`src/rtl/anti_theft_pkg.sv`:
```
// Shared types and default constants for the anti-theft chain.
// auth_state_t is the authentication FSM state; DEF_* are the production parameter values.
package anti_theft_pkg;

  typedef enum logic [2:0] {
    IDLE    = 3'd0,
    ENTRY   = 3'd1,
    GRANTED = 3'd2,
    LOCKOUT = 3'd3,
    ALARM   = 3'd4
  } auth_state_t;

  localparam int DEF_DEBOUNCE_CYCLES = 16;
  localparam int DEF_ENTRY_WINDOW    = 1000;
  localparam int DEF_CODE_PRESSES    = 3;
  localparam int DEF_LOCKOUT_CYCLES  = 500;
  localparam int DEF_MAX_FAILS       = 3;

endpackage

```
`src/rtl/switch_debouncer.sv`:
```
// Two-flop synchronizer plus stability-counter debouncer for a mechanical switch.
// rise_pulse is a registered one-cycle strobe on the debounced 0->1 edge.
module switch_debouncer #(
  parameter int DEBOUNCE_CYCLES = 16
) (
  input  logic clk,
  input  logic rst,
  input  logic raw,
  output logic rise_pulse
);

  localparam int CW = $clog2(DEBOUNCE_CYCLES + 1);
  localparam logic [CW-1:0] CNT_LAST = CW'(DEBOUNCE_CYCLES - 1);

  logic          sync_1;
  logic          sync_2;
  logic          level;
  logic [CW-1:0] stable_cnt;

  // The level flips on the DEBOUNCE_CYCLES-th consecutive sample that differs from it.
  always_ff @(posedge clk) begin
    if (rst) begin
      sync_1     <= 1'b0;
      sync_2     <= 1'b0;
      level      <= 1'b0;
      stable_cnt <= '0;
      rise_pulse <= 1'b0;
    end else begin
      sync_1     <= raw;
      sync_2     <= sync_1;
      rise_pulse <= 1'b0;
      if (sync_2 == level) begin
        stable_cnt <= '0;
      end else if (stable_cnt == CNT_LAST) begin
        stable_cnt <= '0;
        level      <= sync_2;
        rise_pulse <= sync_2;
      end else begin
        stable_cnt <= stable_cnt + 1'b1;
      end
    end
  end

endmodule

```
`src/rtl/hidden_switch_auth.sv`:
```
// Hidden-switch authentication: a secret press count, entered with brake held inside a timed
// window after key-on, raises pump_grant; failed windows lock out and eventually latch an alarm.
module hidden_switch_auth
  import anti_theft_pkg::*;
#(
  parameter int DEBOUNCE_CYCLES = DEF_DEBOUNCE_CYCLES,
  parameter int ENTRY_WINDOW    = DEF_ENTRY_WINDOW,
  parameter int CODE_PRESSES    = DEF_CODE_PRESSES,
  parameter int LOCKOUT_CYCLES  = DEF_LOCKOUT_CYCLES,
  parameter int MAX_FAILS       = DEF_MAX_FAILS
) (
  input  logic clk,
  input  logic rst,
  input  logic ignition,
  input  logic brake,
  input  logic hidden_switch_raw,
  output logic pump_grant,
  output logic entry_active,
  output logic locked_out,
  output logic alarm
);

  localparam int TMAX = (ENTRY_WINDOW > LOCKOUT_CYCLES) ? ENTRY_WINDOW : LOCKOUT_CYCLES;
  localparam int TW   = $clog2(TMAX + 1);
  localparam logic [TW-1:0] WIN_LAST  = TW'(ENTRY_WINDOW - 1);
  localparam logic [TW-1:0] LOCK_LAST = TW'(LOCKOUT_CYCLES - 1);
  localparam logic [3:0]    CODE      = 4'(CODE_PRESSES);
  localparam logic [3:0]    PRESS_SAT = 4'(CODE_PRESSES + 1);
  localparam logic [2:0]    FAIL_MAX  = 3'(MAX_FAILS);

  auth_state_t   state, state_n;
  logic [TW-1:0] timer, timer_n;
  logic [3:0]    press_cnt, press_n;
  logic [2:0]    fail_cnt, fail_n;
  logic [2:0]    fail_inc;
  logic          press_pulse;

  switch_debouncer #(
    .DEBOUNCE_CYCLES(DEBOUNCE_CYCLES)
  ) u_switch_db (
    .clk       (clk),
    .rst       (rst),
    .raw       (hidden_switch_raw),
    .rise_pulse(press_pulse)
  );

  assign fail_inc = fail_cnt + 3'd1;

  always_ff @(posedge clk) begin
    if (rst) begin
      state     <= IDLE;
      timer     <= '0;
      press_cnt <= '0;
      fail_cnt  <= '0;
    end else begin
      state     <= state_n;
      timer     <= timer_n;
      press_cnt <= press_n;
      fail_cnt  <= fail_n;
    end
  end

  // The window always runs to full length so the time of the last press is not observable.
  always_comb begin
    state_n = state;
    timer_n = timer;
    press_n = press_cnt;
    fail_n  = fail_cnt;
    case (state)
      IDLE: begin
        if (ignition) begin
          state_n = ENTRY;
          timer_n = '0;
          press_n = '0;
        end
      end
      ENTRY: begin
        if (!ignition) begin
          state_n = IDLE;
        end else if (timer == WIN_LAST) begin
          timer_n = '0;
          if (press_cnt == CODE) begin
            state_n = GRANTED;
            fail_n  = '0;
          end else begin
            fail_n  = fail_inc;
            state_n = (fail_inc == FAIL_MAX) ? ALARM : LOCKOUT;
          end
        end else begin
          timer_n = timer + 1'b1;
          if (press_pulse && brake && (press_cnt != PRESS_SAT)) press_n = press_cnt + 1'b1;
        end
      end
      GRANTED: begin
        if (!ignition) state_n = IDLE;
      end
      LOCKOUT: begin
        if (!ignition) begin
          state_n = IDLE;
        end else if (timer == LOCK_LAST) begin
          state_n = ENTRY;
          timer_n = '0;
          press_n = '0;
        end else begin
          timer_n = timer + 1'b1;
        end
      end
      ALARM: begin
        state_n = ALARM;
      end
      default: state_n = IDLE;
    endcase
  end

  assign pump_grant   = (state == GRANTED);
  assign entry_active = (state == ENTRY);
  assign locked_out   = (state == LOCKOUT);
  assign alarm        = (state == ALARM);

endmodule

```
`config.mk`:
```
export PLATFORM = sky130hd
export DESIGN_NAME = hidden_switch_auth
export DESIGN_NICKNAME = d
export VERILOG_FILES = /design/src/rtl/anti_theft_pkg.sv /design/src/rtl/switch_debouncer.sv /design/src/rtl/hidden_switch_auth.sv
export SDC_FILE = /design/constraint.sdc
export NUM_CORES = 1
export LEC_CHECK = 0
export CORE_UTILIZATION = 55
export DETAILED_ROUTE_END_ITERATION = 7
export GPL_ROUTABILITY_DRIVEN = 0
export PLACE_DENSITY = 0.84
export SKIP_CTS_REPAIR_TIMING = 1
export SLEW_MARGIN = 20
export SYNTH_ARGS = -nofsm -noshare
export SYNTH_HDL_FRONTEND = slang
export SYNTH_SLANG_ARGS = --single-unit
export TNS_END_PERCENT = 100
```
`constraint.sdc`:
```
create_clock -name clk -period 2.8 [get_ports clk]
set_clock_uncertainty 0.05 [all_clocks]
set_input_delay 0.28 -clock clk [delete_from_list [all_inputs] [get_ports clk]]
set_output_delay 0.28 -clock clk [all_outputs]
set_load 0.01 [all_outputs]
```
-- Word-level counts from Yosys, hierarchy flattened
Index checks and enable logic that the tools add are counted.
- input bits: 5
- output and inout bits: 4
- logic and storage cells: 69
- flip-flop bits (word level): 29
- reductions and logical operators: 11
- $add $sub $neg: 4
- equal/unequal tests: 20
- bitwise gates (word level): 2
- mux-type cells: 23
- operators by type and width (kind ; number):
    10-bit 2-to-1 mux ; 5
    10-bit one-hot mux with 3 select lines ; 1
    3-bit 2-to-1 mux ; 9
    4-bit 2-to-1 mux ; 6
    3-bit one-hot mux with 5 select lines ; 1
    4-bit one-hot mux with 3 select lines ; 1
    10-bit by 1-bit adder with 10-bit output, second input constant ; 1
    10-bit == test, second input constant ; 1
    10-bit by 9-bit == test with 1-bit output, second input constant ; 1
    2-bit inequality test, second input constant ; 5
    3-bit by 2-bit == test with 1-bit output, second input constant ; 3
    4-bit AND reduction ; 2
    7-bit AND reduction ; 1
    3-bit by 2-bit inequality test with 1-bit output, second input constant ; 2
    3-bit OR reduction ; 2
    5-bit by 1-bit adder with 5-bit output, second input constant ; 1
    5-bit by 4-bit == test with 1-bit output, second input constant ; 1
    4-bit by 1-bit adder with 4-bit output, second input constant ; 1
    4-bit by 2-bit == test with 1-bit output, second input constant ; 1
    2-bit by 1-bit inequality test with 1-bit output, second input constant ; 2
    4-bit by 3-bit inequality test with 1-bit output, second input constant ; 1
    3-bit by 1-bit adder with 3-bit output, second input constant ; 1
    3-bit by 1-bit == test with 1-bit output, second input constant ; 1
    3-bit == test, second input constant ; 1
    7 further kinds ; 9

-- Logic depth before layout (Yosys ltp)
Gate-level depths: netlist of the first run.
- word-level depth: 7
- mapped depth: 7
- depth with buffers taken out: 7

-- Hierarchy
A second synthesis of the first run with hierarchy kept.
- cell total of the unflattened synthesis: 168
- area total of the unflattened synthesis: 1468.9 um^2
- by module, submodules not included (module ; cells each ; sequential area each (um^2) ; instances ; area an instance (um^2)):
    hidden_switch_auth ; 139 ; 400.4 ; 1 ; 1149.9
    switch_debouncer ; 29 ; 180.2 ; 1 ; 319.1

-- Least setup slack after synthesis of the first run
Ideal clock, no wire load.
- kind: flip-flop to flip-flop
- from: register state[0]
- to: register timer[7]
- path slack: 0.742 ns
- setup time: 0.074 ns
- cell stages (with the launch flop): 8
- period minus slack after synthesis: 2.058 ns
- required time: 2.676 ns
- buffers on the path: 2
- arrival time: 1.934 ns
- cells stage by stage: dfxtp_1 or3b_1 buf_2 a31o_1 and2_1 buf_6 or4_1 a31oi_1
- longest elaborated chain between the ends: 3
- elaborated cells on any way between the ends: 9
- those cells by class: eq/ne: 5; mux: 1; reduce/logical: 3
- ends and longest elaborated chain (item ; RTL line ; source):
    start: declaration ; hidden_switch_auth.sv:31 ; auth_state_t state, state_n;
    start signal: assignment ; hidden_switch_auth.sv:56 ; state <= state_n;
    3-bit by 2-bit == test with 1-bit output (tied with other cells) ; hidden_switch_auth.sv:69 ; case (state)
    2-bit inequality test (no line) / 3-bit nonzero test (equally long branches) ; - ;
    4-bit AND reduction (no line) ; - ;
    end signal: assignment ; hidden_switch_auth.sv:57 ; timer <= timer_n;
    end: declaration ; hidden_switch_auth.sv:32 ; logic [TW-1:0] timer, timer_n;
Parallel ways exist; a longest one is shown, timed or not.
A chain may end at the register's enable or synchronous reset.

-- Final worst setup path of the first run
Same ends and word-level chain as after synthesis.

==> summary.json, run 1 <==
{
  "run_status": {"value": "complete, no violations"},
  "synthTopCellsByCount": {"value": "dfxtp_1, nand2_1, nor2_1"},
  "detail_route.iter0.violations": {"value": 51},
  "portBuffers": {"value": 8},
  "cellPowerDensity": {"value": 409, "unit": "mW/mm^2"},
  "numCtsBuffers": {"value": 5},
  "postRouteAntennaNets": {"value": 0},
  "number_of_standard_cells_after_synthesis": {"value": 184},
  "setup_total_negative_slack": {"value": 0, "unit": "ns"},
  "hold_path_class": {"value": "flip-flop to flip-flop"},
  "synthesis.area": {"value": 0.00156, "unit": "mm^2"},
  "grt_remaining_overflow": {"value": 0},
  "r2r.worst_path.cells": {"value": 5},
  "worst_ep_arrival_time": {"value": 2.45, "unit": "ns"},
  "clock_pin_slew_on_the_worst_setup_and_hold_paths": {"value": 0.09, "unit": "ns"},
  "yosys_most_used_dff": {"value": "dfxtp_1"},
  "num_vias": {"value": 1424},
  "setup_viol_count_final": {"value": 0},
  "critical_path.slowest_cell": {"value": "or4_1"},
  "cts.htree.levels": {"value": 2},
  "grt_most_used_layer": {"value": "met2"},
  "timing.fmax": {"value": 0.446, "unit": "GHz"},
  "sequential_area_share_after_synthesis": {"value": 37.1, "unit": "%"},
  "coreArea": {"value": 0.00259, "unit": "mm^2"},
  "fp.dieW": {"value": 55.3, "unit": "um"},
  "synth_edf_count": {"value": 0},
  "fp.dieArea": {"value": 0.00306, "unit": "mm^2"},
  "synth_top_cell_area_share": {"value": 37.1, "unit": "%"},
  "swShare": {"value": 24.4, "unit": "%"},
  "cell_types_with_the_largest_area_share_after_synthesis": {"value": "dfxtp_1, ha_1, nand2_1"},
  "finalNetCount": {"value": 207},
  "tritoncts_clock_tree": {"value": "done"},
  "synth.ff_latch_count": {"value": 29},
  "synthesis.area_per_instance": {"value": 8.50, "unit": "um^2"},
  "grt_pass1_vias": {"value": 1394},
  "io-pin-count": {"value": 9},
  "drt_pass1_iterations": {"value": 4},
  "synth_top_cell_by_area": {"value": "dfxtp_1"},
  "share_seq_of_total_power": {"value": 59.8, "unit": "%"},
  "layout-area-overhead-vs-synth": {"value": 9.52, "unit": "%"},
  "stdcell_area": {"value": 0.00171, "unit": "mm^2"},
  "number_of_antenna_violations_at_the_first_check_in_global_routing": {"value": 0},
  "timing_max_transition_violations_final": {"value": 0},
  "ctsLongestPathBuffers": {"value": 2},
  "power_share_of_the_clock_group": {"value": 33.7, "unit": "%"},
  "unique_masters_post_synth": {"value": 47},
  "place_area": {"value": 0.00166, "unit": "mm^2"},
  "via_per_inst": {"value": 6.30},
  "route.detailed.drc": {"value": 0},
  "cellLeakagePower": {"value": 0.630, "unit": "nW"},
  "grt.met1_usage": {"value": 29.5, "unit": "%"},
  "fillCellCount": {"value": 239},
  "comb_power_share": {"value": 6.5, "unit": "%"},
  "drv.max_cap_violation_count": {"value": 0},
  "placement_rows": {"value": 18},
  "initial_core_util": {"value": 60.4, "unit": "%"},
  "grt.met3_usage": {"value": 6.79, "unit": "%"},
  "yosys_warnings": {"value": 0},
  "worst-endpoint-required": {"value": 3.00, "unit": "ns"},
  "clk_root_buffer_cell": {"value": "clkbuf_4"},
  "global_route.usage.total": {"value": 24.4, "unit": "%"},
  "met2_usage": {"value": 39.4, "unit": "%"},
  "critical_path.cell_chain": {"value": "or3b_1, a31o_1, and2_1, or4_1, a31oi_1"},
  "switching_power": {"value": 0.000171, "unit": "W"},
  "rsz0062_at_grt": {"value": "false"},
  "vdd_ir_drop_max": {"value": 0.000424, "unit": "V"},
  "floorplan.die.height": {"value": 55.3, "unit": "um"},
  "path_max_fanout": {"value": 8},
  "post-synth-top-count-cell": {"value": "dfxtp_1"},
  "timing.max_slew.rel_slack": {"value": 58.3, "unit": "%"},
  "p_int": {"value": 0.000530, "unit": "W"},
  "mappedNetlistNets": {"value": 196},
  "drt-total-wl": {"value": 3410, "unit": "um"},
  "final.period_utilization": {"value": 80.1, "unit": "%"},
  "route.detailed.wl_per_inst": {"value": 15.1, "unit": "um"},
  "grt_start_max_net_pins": {"value": 17},
  "cp_slowest_stage_delay": {"value": 0.51, "unit": "ns"},
  "worstSetupStartpointType": {"value": "flip-flop"},
  "report.final.hold_viol_count": {"value": 0},
  "cts.sinks": {"value": 29},
  "clock_insertion_delay_worst_skew": {"value": 0.33, "unit": "ns"},
  "place.detailed.hpwl": {"value": 2450, "unit": "um"},
  "setup_cp_type": {"value": "flip-flop to flip-flop"},
  "final_period_minus_worst_setup_slack": {"value": 2.24, "unit": "ns"},
  "fraction_of_layout_cells_with_a_size_suffix_above_1": {"value": 6.63, "unit": "%"},
  "synth-async-reset-ratio": {"value": 0, "unit": "%"},
  "max_slew.worst_pin.slew": {"value": 0.623, "unit": "ns"},
  "hold_path_depth": {"value": 1},
  "grt_first_pass_wirelength": {"value": 5990, "unit": "um"},
  "critical_path.endpoint_type": {"value": "flip-flop"},
  "insertedDiodeCount": {"value": 0}
}
## layout by cell type (no fill, tap or decap), drive strengths merged, types with 2 or more instances in the layout
cell / count
dfxtp: 29
nor2: 17
nand2: 17
a21oi: 11
inv: 9
clkdlybuf4s50: 8
nand3: 7
ha: 7
o21ai: 6
nor3: 6
a22o: 6
clkbuf: 6
nor2b: 5
o31ai: 5
nor4bb: 4
a21o: 4
and3b: 3
and3: 3
nand2b: 3
or4: 3
xnor2: 3
or3: 3
nand3b: 2
a31oi: 2
nand4: 2
or4b: 2
nor4: 2
o41ai: 2
clkinv: 2
or3b: 2
## path summary, 6_finish.rpt
check                                        start                  to  slack [ns]
worst max-delay path                      state[0]            timer[7]        0.56
worst min-delay path            u_switch_db.sync_1  u_switch_db.sync_2        0.40
worst max register to register            state[0]            timer[7]        0.56
worst min register to register  u_switch_db.sync_1  u_switch_db.sync_2        0.40
## power by group through the flow
| stage | registers, W | logic, W | clock network [W] |
|---|---|---|---|
| global route | 0.000420 | 0.0000503 | 0.000267 |
| finish | 0.000419 | 0.0000455 | 0.000237 |
| detailed placement | 0.000429 | 0.0000442 | 0 |
| floorplan | 0.000428 | 0.0000302 | 0 |
| global placement | 0.000428 | 0.0000430 | 0 |
| CTS | 0.000419 | 0.0000446 | 0.000245 |
## critical path: cells and delay by family, from the launching register on
kind,cells,cell delay [ns]
AND/OR/NAND/NOR,3,1.25
AO/OA/AOI/OAI,2,0.44
flip-flops,1,0.45
## routing by layer
| layer | part of all wire, % | vias up |
|---|---|---|
| li1 | - | 702 |
| met5 | 0 | - |
| met4 | 2.7 | 0 |
| met3 | 5.4 | 12 |
| met1 | 44 | 666 |
| met2 | 48 | 44 |
## state kept, by name (all words and copies together), names as in the netlist
register                cells
fail_cnt                    3
u_switch_db.rise_pulse      1
press_cnt                   4
u_switch_db.sync_2          1
timer                      10
u_switch_db.stable_cnt      5
u_switch_db.sync_1          1
u_switch_db.level           1
state                       3
## logic make-up after synthesis
logic type,Yosys count,share of synthesized area (%)
multiplexers,2,1.36
adder cells (fa/ha/maj),7,5.60
XOR/XNOR,4,2.24
buffers and inverters,14,3.92
AND/OR/NAND/NOR,85,30.6
flip-flops,29,37.1
AO/OA/AOI/OAI,43,19.2
## per-stage QoR
step                      instances  hold WS [ns]  total power [W]  worst slack (ns)  util (%)
final                           226         0.398         0.000701             0.556      66.1
after global routing            226         0.424         0.000737             0.464      66.1
after CTS                       226         0.401         0.000708             0.571      66.1
after detailed placement        218         0.379         0.000473             0.471      64.2
after global placement          218         0.374         0.000471             0.559      64.2
after floorplan                 184         0.358         0.000458             0.742         -
## area by class of cell
cell class / instances / area (um^2) / area share, %
multi-input combinational: 141 / 922 / 53.8
sequential: 29 / 581 / 33.9
timing repair buffer: 9 / 87.6 / 5.11
clock buffer: 6 / 41.3 / 2.41
tap: 30 / 37.5 / 2.19
inverter: 9 / 33.8 / 1.97
clock inverter: 2 / 10.0 / 0.584
No activity file was read; power rests on OpenSTA's default activity.
==> run 2: changes to the inputs <==
==> constraint.sdc (replaced) <==
create_clock -name clk -period 2.2 [get_ports clk]
set_clock_uncertainty 0.05 [all_clocks]
set_input_delay 0.22 -clock clk [delete_from_list [all_inputs] [get_ports clk]]
set_output_delay 0.22 -clock clk [all_outputs]
set_load 0.01 [all_outputs]
==> summary.json, run 2 (same netlist as run 1, synthesis figures left out) <==
{
  "coreArea": {"value": 0.00259, "unit": "mm^2"},
  "report.final.hold_viol_count": {"value": 0},
  "layout-area-overhead-vs-synth": {"value": 13.9, "unit": "%"},
  "drv.max_cap_violation_count": {"value": 0},
  "worst_reg2reg_setup_slack": {"value": 0.13, "unit": "ns"},
  "layout_commonest_cell": {"value": "dfxtp_1"},
  "numCtsBuffers": {"value": 5},
  "critPathLaunch": {"value": "state[0]"},
  "largest_register": {"value": "timer"},
  "drt-total-wl": {"value": 3550, "unit": "um"},
  "timing.max_slew.rel_slack": {"value": 61.6, "unit": "%"},
  "grt_pass1_vias": {"value": 1348},
  "hold_path_depth": {"value": 2},
  "fp.dieW": {"value": 55.3, "unit": "um"},
  "io-pin-count": {"value": 9},
  "portBuffers": {"value": 8},
  "initial_core_util": {"value": 60.4, "unit": "%"},
  "comb_power_share": {"value": 6.8, "unit": "%"},
  "top_regs": {"value": "timer x10, u_switch_db.stable_cnt x5, press_cnt x4"},
  "worst_hold_path.endpoint": {"value": "u_switch_db.sync_1"},
  "final_period_minus_worst_setup_slack": {"value": 2.11, "unit": "ns"},
  "setup_total_negative_slack": {"value": 0, "unit": "ns"},
  "route.detailed.drc": {"value": 0},
  "worstSetupStartpointType": {"value": "flip-flop"},
  "fillCellCount": {"value": 217},
  "timing_max_transition_violations_final": {"value": 0},
  "largest_reg_flops": {"value": 10},
  "dpl_worst_slack": {"value": 0.0647, "unit": "ns"},
  "regToRegStartpoint": {"value": "timer[9]"},
  "via_per_inst": {"value": 6.15},
  "clock_insertion_delay_worst_skew": {"value": 0.34, "unit": "ns"},
  "worst-endpoint-required": {"value": 1.93, "unit": "ns"},
  "global_route.usage.total": {"value": 24.9, "unit": "%"},
  "grt_start_max_net_pins": {"value": 11},
  "share_seq_of_total_power": {"value": 58.0, "unit": "%"},
  "power_share_of_the_clock_group": {"value": 35.2, "unit": "%"},
  "cellPowerDensity": {"value": 516, "unit": "mW/mm^2"},
  "setup_viol_count_final": {"value": 0},
  "fp.dieArea": {"value": 0.00306, "unit": "mm^2"},
  "hold_path_class": {"value": "input pin to flip-flop"},
  "insertedDiodeCount": {"value": 0},
  "grt_remaining_overflow": {"value": 0},
  "drt_pass1_iterations": {"value": 4},
  "swShare": {"value": 26.4, "unit": "%"},
  "dr_wl_met3": {"value": 221, "unit": "um"},
  "r2r.worst_path.cells": {"value": 5},
  "p_int": {"value": 0.000677, "unit": "W"},
  "met2_wirelength": {"value": 1660, "unit": "um"},
  "final_cell_mix": {"value": "dfxtp_1, nor2_1, nand2_1, a21oi_1"},
  "max_slew.worst_pin.slew": {"value": 0.572, "unit": "ns"},
  "rsz0062_at_grt": {"value": "false"},
  "critical_path.endpoint_type": {"value": "output port"},
  "clk_root_buffer_cell": {"value": "clkbuf_4"},
  "route.detailed.wl_per_inst": {"value": 15.2, "unit": "um"},
  "grt_first_pass_wirelength": {"value": 6020, "unit": "um"},
  "worst_ep_arrival_time": {"value": 1.84, "unit": "ns"},
  "multi_input_combinational_cell_area": {"value": 926, "unit": "um^2"},
  "clock_pin_slew_on_the_worst_setup_and_hold_paths": {"value": 0.10, "unit": "ns"},
  "cell_count_after_placement": {"value": 226},
  "tritoncts_clock_tree": {"value": "done"},
  "regArea": {"value": 582, "unit": "um^2"},
  "timing.fmax": {"value": 0.475, "unit": "GHz"},
  "floorplan.die.height": {"value": 55.3, "unit": "um"},
  "ctsLongestPathBuffers": {"value": 2},
  "path_max_fanout": {"value": 8},
  "final.setup.worst_slack": {"value": 0.0928, "unit": "ns"},
  "final.period_utilization": {"value": 95.8, "unit": "%"},
  "switching_power": {"value": 0.000243, "unit": "W"},
  "num_vias": {"value": 1440},
  "detail_route.iter0.violations": {"value": 48},
  "topRoutingLayerUsed": {"value": "met4"},
  "setup_cp_type": {"value": "flip-flop to output port"},
  "number_of_antenna_violations_at_the_first_check_in_global_routing": {"value": 0},
  "placement_rows": {"value": 18},
  "fin_util": {"value": 68.8, "unit": "%"},
  "place.detailed.hpwl": {"value": 2630, "unit": "um"},
  "cts.htree.levels": {"value": 2},
  "cts.sinks": {"value": 29},
  "regToRegEndpoint": {"value": "press_cnt[3]"},
  "hold_path_startpoint": {"value": "hidden_switch_raw"},
  "run_status": {"value": "complete, no violations"},
  "postRouteAntennaNets": {"value": 0},
  "finalNonFillerCells": {"value": 234},
  "finalNetCount": {"value": 215},
  "fraction_of_layout_cells_with_a_size_suffix_above_1": {"value": 12.3, "unit": "%"},
  "cellLeakagePower": {"value": 0.667, "unit": "nW"},
  "wirelength_met1": {"value": 1560, "unit": "um"},
  "vdd_ir_drop_max": {"value": 0.000471, "unit": "V"}
}
==> run 2: worst max-delay path by stage <==
stage	cells after the start	to	slack (ns)
2_1_floorplan	7	timer[7]	0.14
3_3_place_gp	5	fail_cnt[2]	0.13
3_5_place_dp	5	fail_cnt[2]	0.06
4_1_cts	4	entry_active	0.02
5_1_grt	5	press_cnt[3]	0.03
6_report	4	entry_active	0.09
==> run 2: layer usage <==
layer / up-vias / GRT usage (%)
met5: - / 0
li1: 713 / -
met4: 0 / 14.6
met3: 12 / 5.85
met2: 64 / 39.8
met1: 651 / 30.5
==> run 2: worst max-delay path: stages, from the launching register on <==
cell,delay (ns)
dfxtp_2,0.39
or3b_1,0.39
buf_4,0.17
inv_1,0.05
clkdlybuf4s50_1,0.52
==> run 2: layout make-up <==
type / count / area share, %
multi-input cells: 141 / 52.0
repair buffers: 17 / 8.29
inverters: 9 / 1.90
clock inverters: 3 / 0.983
clock buffers: 5 / 2.11
flip-flops and latches: 29 / 32.7
well taps: 30 / 2.11
==> run 2: power groups by stage <==
stage          sequential [W]  combinational (W)  clock, W
5_1_grt              0.000535          0.0000681  0.000354
3_3_place_gp         0.000545          0.0000593         0
2_1_floorplan        0.000544          0.0000384         0
6_report             0.000534          0.0000626  0.000324
3_5_place_dp         0.000545          0.0000608         0
4_1_cts              0.000533          0.0000615  0.000328
==> run 2: metrics by stage <==
step / total power (W) / area, um^2 / hold WS [ns]
global placement: 0.000604 / 1720 / 0.371
global route: 0.000956 / 1780 / 0.391
finish: 0.000920 / 1780 / 0.389
floorplan: 0.000583 / 1560 / 0.298
CTS: 0.000923 / 1780 / 0.387
detailed placement: 0.000606 / 1720 / 0.385
